### config.mk
export PLATFORM = sky130hd
export DESIGN_NAME = pspi_ss_ctrl_flat
export DESIGN_NICKNAME = d
export VERILOG_FILES = /design/src/rtl/pspi_ss_ctrl_pkg.sv /design/src/rtl/pspi_ss_ctrl_if.sv /design/src/rtl/pspi_ss_ctrl_timer.sv /design/src/rtl/pspi_ss_ctrl.sv /design/src/flat_wrapper.sv
export SDC_FILE = /design/constraint.sdc
export NUM_CORES = 1
export LEC_CHECK = 0
export CORE_MARGIN = 5
export CORE_UTILIZATION = 51
export CTS_CLUSTER_SIZE = 12
export DETAILED_ROUTE_END_ITERATION = 8
export MAX_ROUTING_LAYER = met4
export PLACE_DENSITY_LB_ADDON = 0.15
export SYNTH_ARGS = -nofsm -noshare
export SYNTH_HDL_FRONTEND = slang
export SYNTH_SLANG_ARGS = --single-unit
### constraint.sdc
create_clock -name clk -period 2.8 [get_ports clk]
set_input_delay 0.42 -clock clk [delete_from_list [all_inputs] [get_ports clk]]
set_output_delay 0.42 -clock clk [all_outputs]
set_load 0.02 [all_outputs]
### src/rtl/pspi_ss_ctrl_pkg.sv
// Shared PSPI definitions: slave-select sequencer state encoding and timer width.
package pspi_pkg;

  localparam int unsigned SS_TMR_W = 8;

  typedef enum logic [2:0] {
    SS_IDLE   = 3'd0,
    SS_SETUP  = 3'd1,
    SS_ACTIVE = 3'd2,
    SS_HOLD   = 3'd3,
    SS_GAP    = 3'd4
  } ss_state_e;

endpackage

### src/rtl/pspi_ss_ctrl_if.sv
// Command/shift-engine handshake and select pins of the PSPI slave-select controller.
interface pspi_ss_ctrl_if #(
  parameter int unsigned NUM_SLAVES = 4,
  parameter int unsigned SEL_W      = $clog2(NUM_SLAVES)
);

  logic                  req_valid;
  logic                  req_ready;
  logic [SEL_W-1:0]      req_slave;
  logic                  cont;
  logic                  abort;
  logic                  xfer_start;
  logic                  xfer_done;
  logic [NUM_SLAVES-1:0] ss_n;
  logic                  busy;
  logic                  err;

  // Command logic and shift engine side
  modport master (
    output req_valid, req_slave, cont, abort, xfer_done,
    input  req_ready, xfer_start, ss_n, busy, err
  );

  // Controller side
  modport slave (
    input  req_valid, req_slave, cont, abort, xfer_done,
    output req_ready, xfer_start, ss_n, busy, err
  );

endinterface

### src/rtl/pspi_ss_ctrl_timer.sv
// Loadable 8-bit down-counter shared by the SETUP, HOLD and GAP phases.
module pspi_ss_timer
  import pspi_pkg::*;
(
  input  logic                clk,
  input  logic                rst,
  input  logic                load,
  input  logic [SS_TMR_W-1:0] load_val,
  output logic                expired
);

  logic [SS_TMR_W-1:0] count_q;
  logic [SS_TMR_W-1:0] count_d;

  // Parks at zero so expired fires exactly once per load
  always_comb begin
    count_d = count_q;
    if (load) begin
      count_d = load_val;
    end else if (count_q != '0) begin
      count_d = count_q - SS_TMR_W'(1);
    end
  end

  always_ff @(posedge clk) begin
    if (rst) begin
      count_q <= '0;
    end else begin
      count_q <= count_d;
    end
  end

  assign expired = (count_q == SS_TMR_W'(1));

endmodule

### src/rtl/pspi_ss_ctrl.sv
// Slave-select sequencer: request handshake, setup/hold/gap timing, burst frames,
// abort and out-of-range error reporting around the PSPI shift engine.
module pspi_ss_ctrl
  import pspi_pkg::*;
#(
  parameter int unsigned NUM_SLAVES = 4,
  parameter int unsigned SETUP_CYC  = 2,
  parameter int unsigned HOLD_CYC   = 2,
  parameter int unsigned GAP_CYC    = 2,
  parameter int unsigned SEL_W      = $clog2(NUM_SLAVES)
) (
  input  logic           clk,
  input  logic           rst,
  pspi_ss_ctrl_if.slave  bus
);

  localparam logic [SS_TMR_W-1:0] SETUP_V   = SS_TMR_W'(SETUP_CYC);
  localparam logic [SS_TMR_W-1:0] HOLD_V    = SS_TMR_W'(HOLD_CYC);
  localparam logic [SS_TMR_W-1:0] GAP_V     = SS_TMR_W'(GAP_CYC);
  localparam logic [SEL_W:0]      IDX_LIMIT = (SEL_W + 1)'(NUM_SLAVES);

  ss_state_e             state_q;
  logic [NUM_SLAVES-1:0] ss_n_q;
  logic                  xfer_start_q;
  logic                  err_q;

  logic                  accept;
  logic                  in_range;
  logic                  tmr_load;
  logic [SS_TMR_W-1:0]   tmr_val;
  logic                  tmr_expired;

  assign accept   = bus.req_valid && (state_q == SS_IDLE);
  assign in_range = ({1'b0, bus.req_slave} < IDX_LIMIT);

  // Timer reload points mirror the FSM transitions below; abort always lands in GAP.
  always_comb begin
    tmr_load = 1'b0;
    tmr_val  = '0;
    unique case (state_q)
      SS_IDLE: begin
        if (accept && in_range) begin
          tmr_load = 1'b1;
          tmr_val  = SETUP_V;
        end
      end
      SS_SETUP: begin
        if (bus.abort) begin
          tmr_load = 1'b1;
          tmr_val  = GAP_V;
        end
      end
      SS_ACTIVE: begin
        if (bus.abort) begin
          tmr_load = 1'b1;
          tmr_val  = GAP_V;
        end else if (bus.xfer_done && !bus.cont) begin
          tmr_load = 1'b1;
          tmr_val  = HOLD_V;
        end
      end
      SS_HOLD: begin
        if (bus.abort || tmr_expired) begin
          tmr_load = 1'b1;
          tmr_val  = GAP_V;
        end
      end
      default: ;
    endcase
  end

  pspi_ss_timer u_timer (
    .clk      (clk),
    .rst      (rst),
    .load     (tmr_load),
    .load_val (tmr_val),
    .expired  (tmr_expired)
  );

  always_ff @(posedge clk) begin
    if (rst) begin
      state_q      <= SS_IDLE;
      ss_n_q       <= '1;
      xfer_start_q <= 1'b0;
      err_q        <= 1'b0;
    end else begin
      xfer_start_q <= 1'b0;
      err_q        <= 1'b0;
      unique case (state_q)
        SS_IDLE: begin
          if (accept) begin
            if (in_range) begin
              ss_n_q  <= ~(NUM_SLAVES'(1) << bus.req_slave);
              state_q <= SS_SETUP;
            end else begin
              err_q <= 1'b1;
            end
          end
        end
        SS_SETUP: begin
          if (bus.abort) begin
            ss_n_q  <= '1;
            state_q <= SS_GAP;
          end else if (tmr_expired) begin
            xfer_start_q <= 1'b1;
            state_q      <= SS_ACTIVE;
          end
        end
        SS_ACTIVE: begin
          if (bus.abort) begin
            ss_n_q  <= '1;
            state_q <= SS_GAP;
          end else if (bus.xfer_done) begin
            if (bus.cont) begin
              xfer_start_q <= 1'b1;
            end else begin
              state_q <= SS_HOLD;
            end
          end
        end
        SS_HOLD: begin
          if (bus.abort || tmr_expired) begin
            ss_n_q  <= '1;
            state_q <= SS_GAP;
          end
        end
        SS_GAP: begin
          if (tmr_expired) begin
            state_q <= SS_IDLE;
          end
        end
        default: begin
          ss_n_q  <= '1;
          state_q <= SS_IDLE;
        end
      endcase
    end
  end

  assign bus.ss_n       = ss_n_q;
  assign bus.xfer_start = xfer_start_q;
  assign bus.err        = err_q;
  assign bus.req_ready  = (state_q == SS_IDLE);
  assign bus.busy       = (state_q != SS_IDLE);

  a_one_low: assert property (@(posedge clk) disable iff (rst)
    $countones(~ss_n_q) <= 1);
  a_start_active: assert property (@(posedge clk) disable iff (rst)
    xfer_start_q |-> (state_q == SS_ACTIVE));
  a_err_idle: assert property (@(posedge clk) disable iff (rst)
    err_q |-> (state_q == SS_IDLE));

endmodule

### src/flat_wrapper.sv
// flat-port wrapper written by rule: the top's interface ports become plain ports
module pspi_ss_ctrl_flat import pspi_pkg::*;
#(
  parameter int unsigned NUM_SLAVES = 4,
  parameter int unsigned SETUP_CYC  = 2,
  parameter int unsigned HOLD_CYC   = 2,
  parameter int unsigned GAP_CYC    = 2,
  parameter int unsigned SEL_W      = $clog2(NUM_SLAVES)
)
  (clk, rst, bus_req_valid, bus_req_slave, bus_cont, bus_abort, bus_xfer_done, bus_req_ready, bus_xfer_start, bus_ss_n, bus_busy, bus_err);
  pspi_ss_ctrl_if #(.NUM_SLAVES(NUM_SLAVES), .SEL_W(SEL_W)) bus_i ();
  input  logic clk;
  input  logic rst;
  input wire logic [$bits(bus_i.req_valid)-1:0] bus_req_valid;
  input wire logic [$bits(bus_i.req_slave)-1:0] bus_req_slave;
  input wire logic [$bits(bus_i.cont)-1:0] bus_cont;
  input wire logic [$bits(bus_i.abort)-1:0] bus_abort;
  input wire logic [$bits(bus_i.xfer_done)-1:0] bus_xfer_done;
  output wire logic [$bits(bus_i.req_ready)-1:0] bus_req_ready;
  output wire logic [$bits(bus_i.xfer_start)-1:0] bus_xfer_start;
  output wire logic [$bits(bus_i.ss_n)-1:0] bus_ss_n;
  output wire logic [$bits(bus_i.busy)-1:0] bus_busy;
  output wire logic [$bits(bus_i.err)-1:0] bus_err;
  assign bus_i.req_valid = bus_req_valid;
  assign bus_i.req_slave = bus_req_slave;
  assign bus_i.cont = bus_cont;
  assign bus_i.abort = bus_abort;
  assign bus_i.xfer_done = bus_xfer_done;
  assign bus_req_ready = bus_i.req_ready;
  assign bus_xfer_start = bus_i.xfer_start;
  assign bus_ss_n = bus_i.ss_n;
  assign bus_busy = bus_i.busy;
  assign bus_err = bus_i.err;
  pspi_ss_ctrl #(.NUM_SLAVES(NUM_SLAVES), .SETUP_CYC(SETUP_CYC), .HOLD_CYC(HOLD_CYC), .GAP_CYC(GAP_CYC), .SEL_W(SEL_W)) u_core (.clk(clk), .rst(rst), .bus(bus_i));
endmodule
==> results.sh <==
export IMPL_io_buffer_count=14
export IMPL_avgSynthCellArea_sq_um=8.23
export IMPL_postPlaceCellArea_sq_um=1110
export IMPL_outcome="finished clean"
export IMPL_grt_overflow=0
export IMPL_worst_slew_pin_slew_ns=0.582
export IMPL_reg2reg_from="u_core.u_timer.count_q[0]"
export IMPL_worstHoldStart="u_core.u_timer.count_q[3]"
export IMPL_clockPowerShare_pct=11.3
export IMPL_rsz0062_at_grt="no"
export IMPL_cts_root_buf="clkbuf_4"
export IMPL_min_period_ns=2.42
export IMPL_post_place_ws_ns=0.701
export IMPL_stdcell_area_sq_um=1150
export IMPL_grt_pass1_vias=827
export IMPL_hold_viol=0
export IMPL_crit_buf_inv=2
export IMPL_syn_nets=129
export IMPL_dp_hpwl_mm=1.50
export IMPL_cts_tree="yes"
export IMPL_ys_ff_latch=16
export IMPL_synth_top_area_share_pct=33.0
export IMPL_antenna_found_initial=0
export IMPL_drt_initial_drc_count=19
export IMPL_netlist_instances=118
export IMPL_fp_coreArea_sq_um=1760
export IMPL_grt_pass1_wl_mm=3.42
export IMPL_max_stage_delay_ns=0.62
export IMPL_track_usage_pct=16.4
export IMPL_crit_arrival_ns=2.00
export IMPL_cts_buffer_depth=2
export IMPL_hold_class="reg2reg"
export IMPL_synth_cell_type_count=38
export IMPL_area_growth_pct=18.0
export IMPL_clock_sinks=16
export IMPL_numCtsBuffers=3
export IMPL_cp_max_fo=12
export IMPL_drive_above_1_share_pct=6.98
export IMPL_drc=0
export IMPL_place_inst=150
export IMPL_first_pass_iters=4
export IMPL_fin_total_pwr_mw=1.35
export IMPL_critPathCaptureType="output port"
export IMPL_fin_nets=141
export IMPL_finalSetupTns_ns=0
export IMPL_layout_setup_ws_ns=0.375
export IMPL_cts_hold_fix_buffers=0
export IMPL_synth_most_common_cell="dfxtp_1"
export IMPL_grt_max_degree=13
export IMPL_maxCapViolCount=0
export IMPL_ys_top_cells_by_count="dfxtp_1 (16), a21oi_1 (10), nor2_1 (10)"
export IMPL_dr_total_vias=898
export IMPL_synth_area_leaders="dfxtp_1 (33%), a21oi_1 (5.2%), ha_1 (3.9%)"
export IMPL_post_drt_via_cell_ratio=5.83
export IMPL_cts_resized=0
export IMPL_ant_nets=0
export IMPL_critPathKind="reg2out"
export IMPL_fin_skew_ns=0.00267
export IMPL_peakVddDrop_mv=0.669
export IMPL_htreeDepth=1
export IMPL_power_per_cell_area_nw_per_um2=1180
export IMPL_yosysWarningCount=0
export IMPL_synth_async_sr_flop_share_pct=0
export IMPL_final_max_slew_viol_count=0
export IMPL_crit_start="u_core.state_q[2]"
export IMPL_cts_setup_buffers=0
export IMPL_cts_clk_slew_worst_paths_ns=0.09
export IMPL_setup_viol=0
export IMPL_relSlewSlack_pct=60.6
export IMPL_ios=16
export IMPL_switchingPower_mw=0.610
export IMPL_diodes=0
export IMPL_fmax_mhz=412
export IMPL_fin_cells=154
export IMPL_power_leakage_nw=0.407
export IMPL_crit_path_start_kind="flop"
export IMPL_cp_cell_sequence="or3_1, inv_1, clkdlybuf4s50_1"
export IMPL_seq_power_share_pct=30.7
export IMPL_crit_required_ns=2.38
export IMPL_path_delay_family="buffers and inverters"
export IMPL_synth_flop_cell="dfxtp_1"
export IMPL_critPathSlowestCell="clkdlybuf4s50_1"
export IMPL_synth_edf_count=0
export IMPL_post_route_period_util_pct=86.6
export IMPL_swShare_pct=45.1
export IMPL_intPower_mw=0.742
export IMPL_netlist_area_sq_um=971
export IMPL_wire_per_inst_microns=13.1
export IMPL_die_h_microns=53.6
export IMPL_gp_congestion=0.897
export IMPL_start_util_pct=55.0
export IMPL_p_comb_share_pct=58.1
export IMPL_yosys_area_top_type="dfxtp_1"
export IMPL_clk_latency_ns=0.28
export IMPL_yosysSeqAreaShare_pct=33.0
export IMPL_row_count=15
export IMPL_wl_mm=2.02
export IMPL_fp_dieArea_sq_um=2880
export IMPL_die_width_microns=53.6
[logic make-up (layout without fill, tap and decap cells)]
| logic type | Yosys count | in the layout | synth area share (%) |
|---|---|---|---|
| fa+ha+maj | 3 | 3 | 3.87 |
| buf+inv | 12 | 23 | 5.28 |
| xor+xnor | 3 | 3 | 2.71 |
| simple gates | 46 | 46 | 26.7 |
| flops | 16 | 16 | 33.0 |
| other cells | 1 | 1 | 0.386 |
| compound gates | 33 | 33 | 23.7 |
| mux | 4 | 4 | 4.38 |
[power by group through the flow]
stage	logic [mW]	registers, mW	clock network [mW]
final	0.785	0.415	0.152
after global routing	0.864	0.430	0.171
after CTS	0.785	0.412	0.160
after detailed placement	0.777	0.418	0
after global placement	0.759	0.413	0
after floorplan	0.652	0.372	0
[metrics by stage]
stage	util [%]	hold slack, ns
CTS	65.0	0.517
finish	65.0	0.519
detailed placement	62.9	0.500
floorplan	-	0.472
global placement	62.9	0.487
global route	65.0	0.553
[worst min-delay path: cells and delay by family, from the launching register on]
kind	cells	cell delay (ns)
DFF	1	0.35
AOI/OAI and AO/OA	2	0.13
[final cells by class]
cell class | count | area (sq um)
fillers | 174 | 618
multi-input cells | 90 | 599
flip-flops and latches | 16 | 320
repair buffers | 14 | 140
clock buffers | 4 | 36.3
well taps | 25 | 31.3
inverters | 5 | 18.8
[layout by cell type, fill, tap and decap left out, drive strengths merged]
cell type / synthesis / routed
a2111oi: 1 / 1
xnor2: 3 / 3
o31ai: 2 / 2
o22ai: 1 / 1
clkdlybuf4s50: 0 / 14
nand2: 6 / 6
conb: 1 / 1
nor2: 10 / 10
dfxtp: 16 / 16
or4b: 1 / 1
o22a: 1 / 1
o2bb2ai: 1 / 1
nor2b: 1 / 1
nor3: 7 / 7
or3b: 1 / 1
inv: 5 / 5
nand3b: 2 / 2
clkbuf: 4 / 4
nor3b: 2 / 2
ha: 3 / 3
nand2b: 5 / 5
a21oi: 10 / 10
nor4: 1 / 1
a211o: 1 / 1
a311oi: 2 / 2
or4: 2 / 2
a211oi: 4 / 4
mux2i: 2 / 2
a32oi: 1 / 1
nor4b: 2 / 2
or3: 3 / 3
a2bb2oi: 1 / 1
mux2: 2 / 2
o21ai: 8 / 8
nand3: 3 / 3
[final timing paths]
kind	end	depth (start not counted)	slack, ns
max reg2reg	u_core.u_timer.count_q[7]	5	0.64
min	u_core.u_timer.count_q[3]	2	0.52
max	bus_req_ready	3	0.38
min reg2reg	u_core.u_timer.count_q[3]	2	0.52
[metal layers]
metal  track usage, %  share of wire [%]  vias to the layer above
met5                -                  0                        -
met4             5.96                1.4                        0
met3             2.49                5.4                        4
met2             25.1                 41                       34
met1             21.7                 52                      406
li1                 -                  -                      454
[state kept, by name, summed over array words and instances (netlist names)]
| name | cells |
|---|---|
| u_core.bus.xfer_start | 1 |
| u_core.u_timer.count_q | 8 |
| u_core.state_q | 3 |
| u_core.bus.ss_n | 4 |
Power figures use the tool's default switching activity.
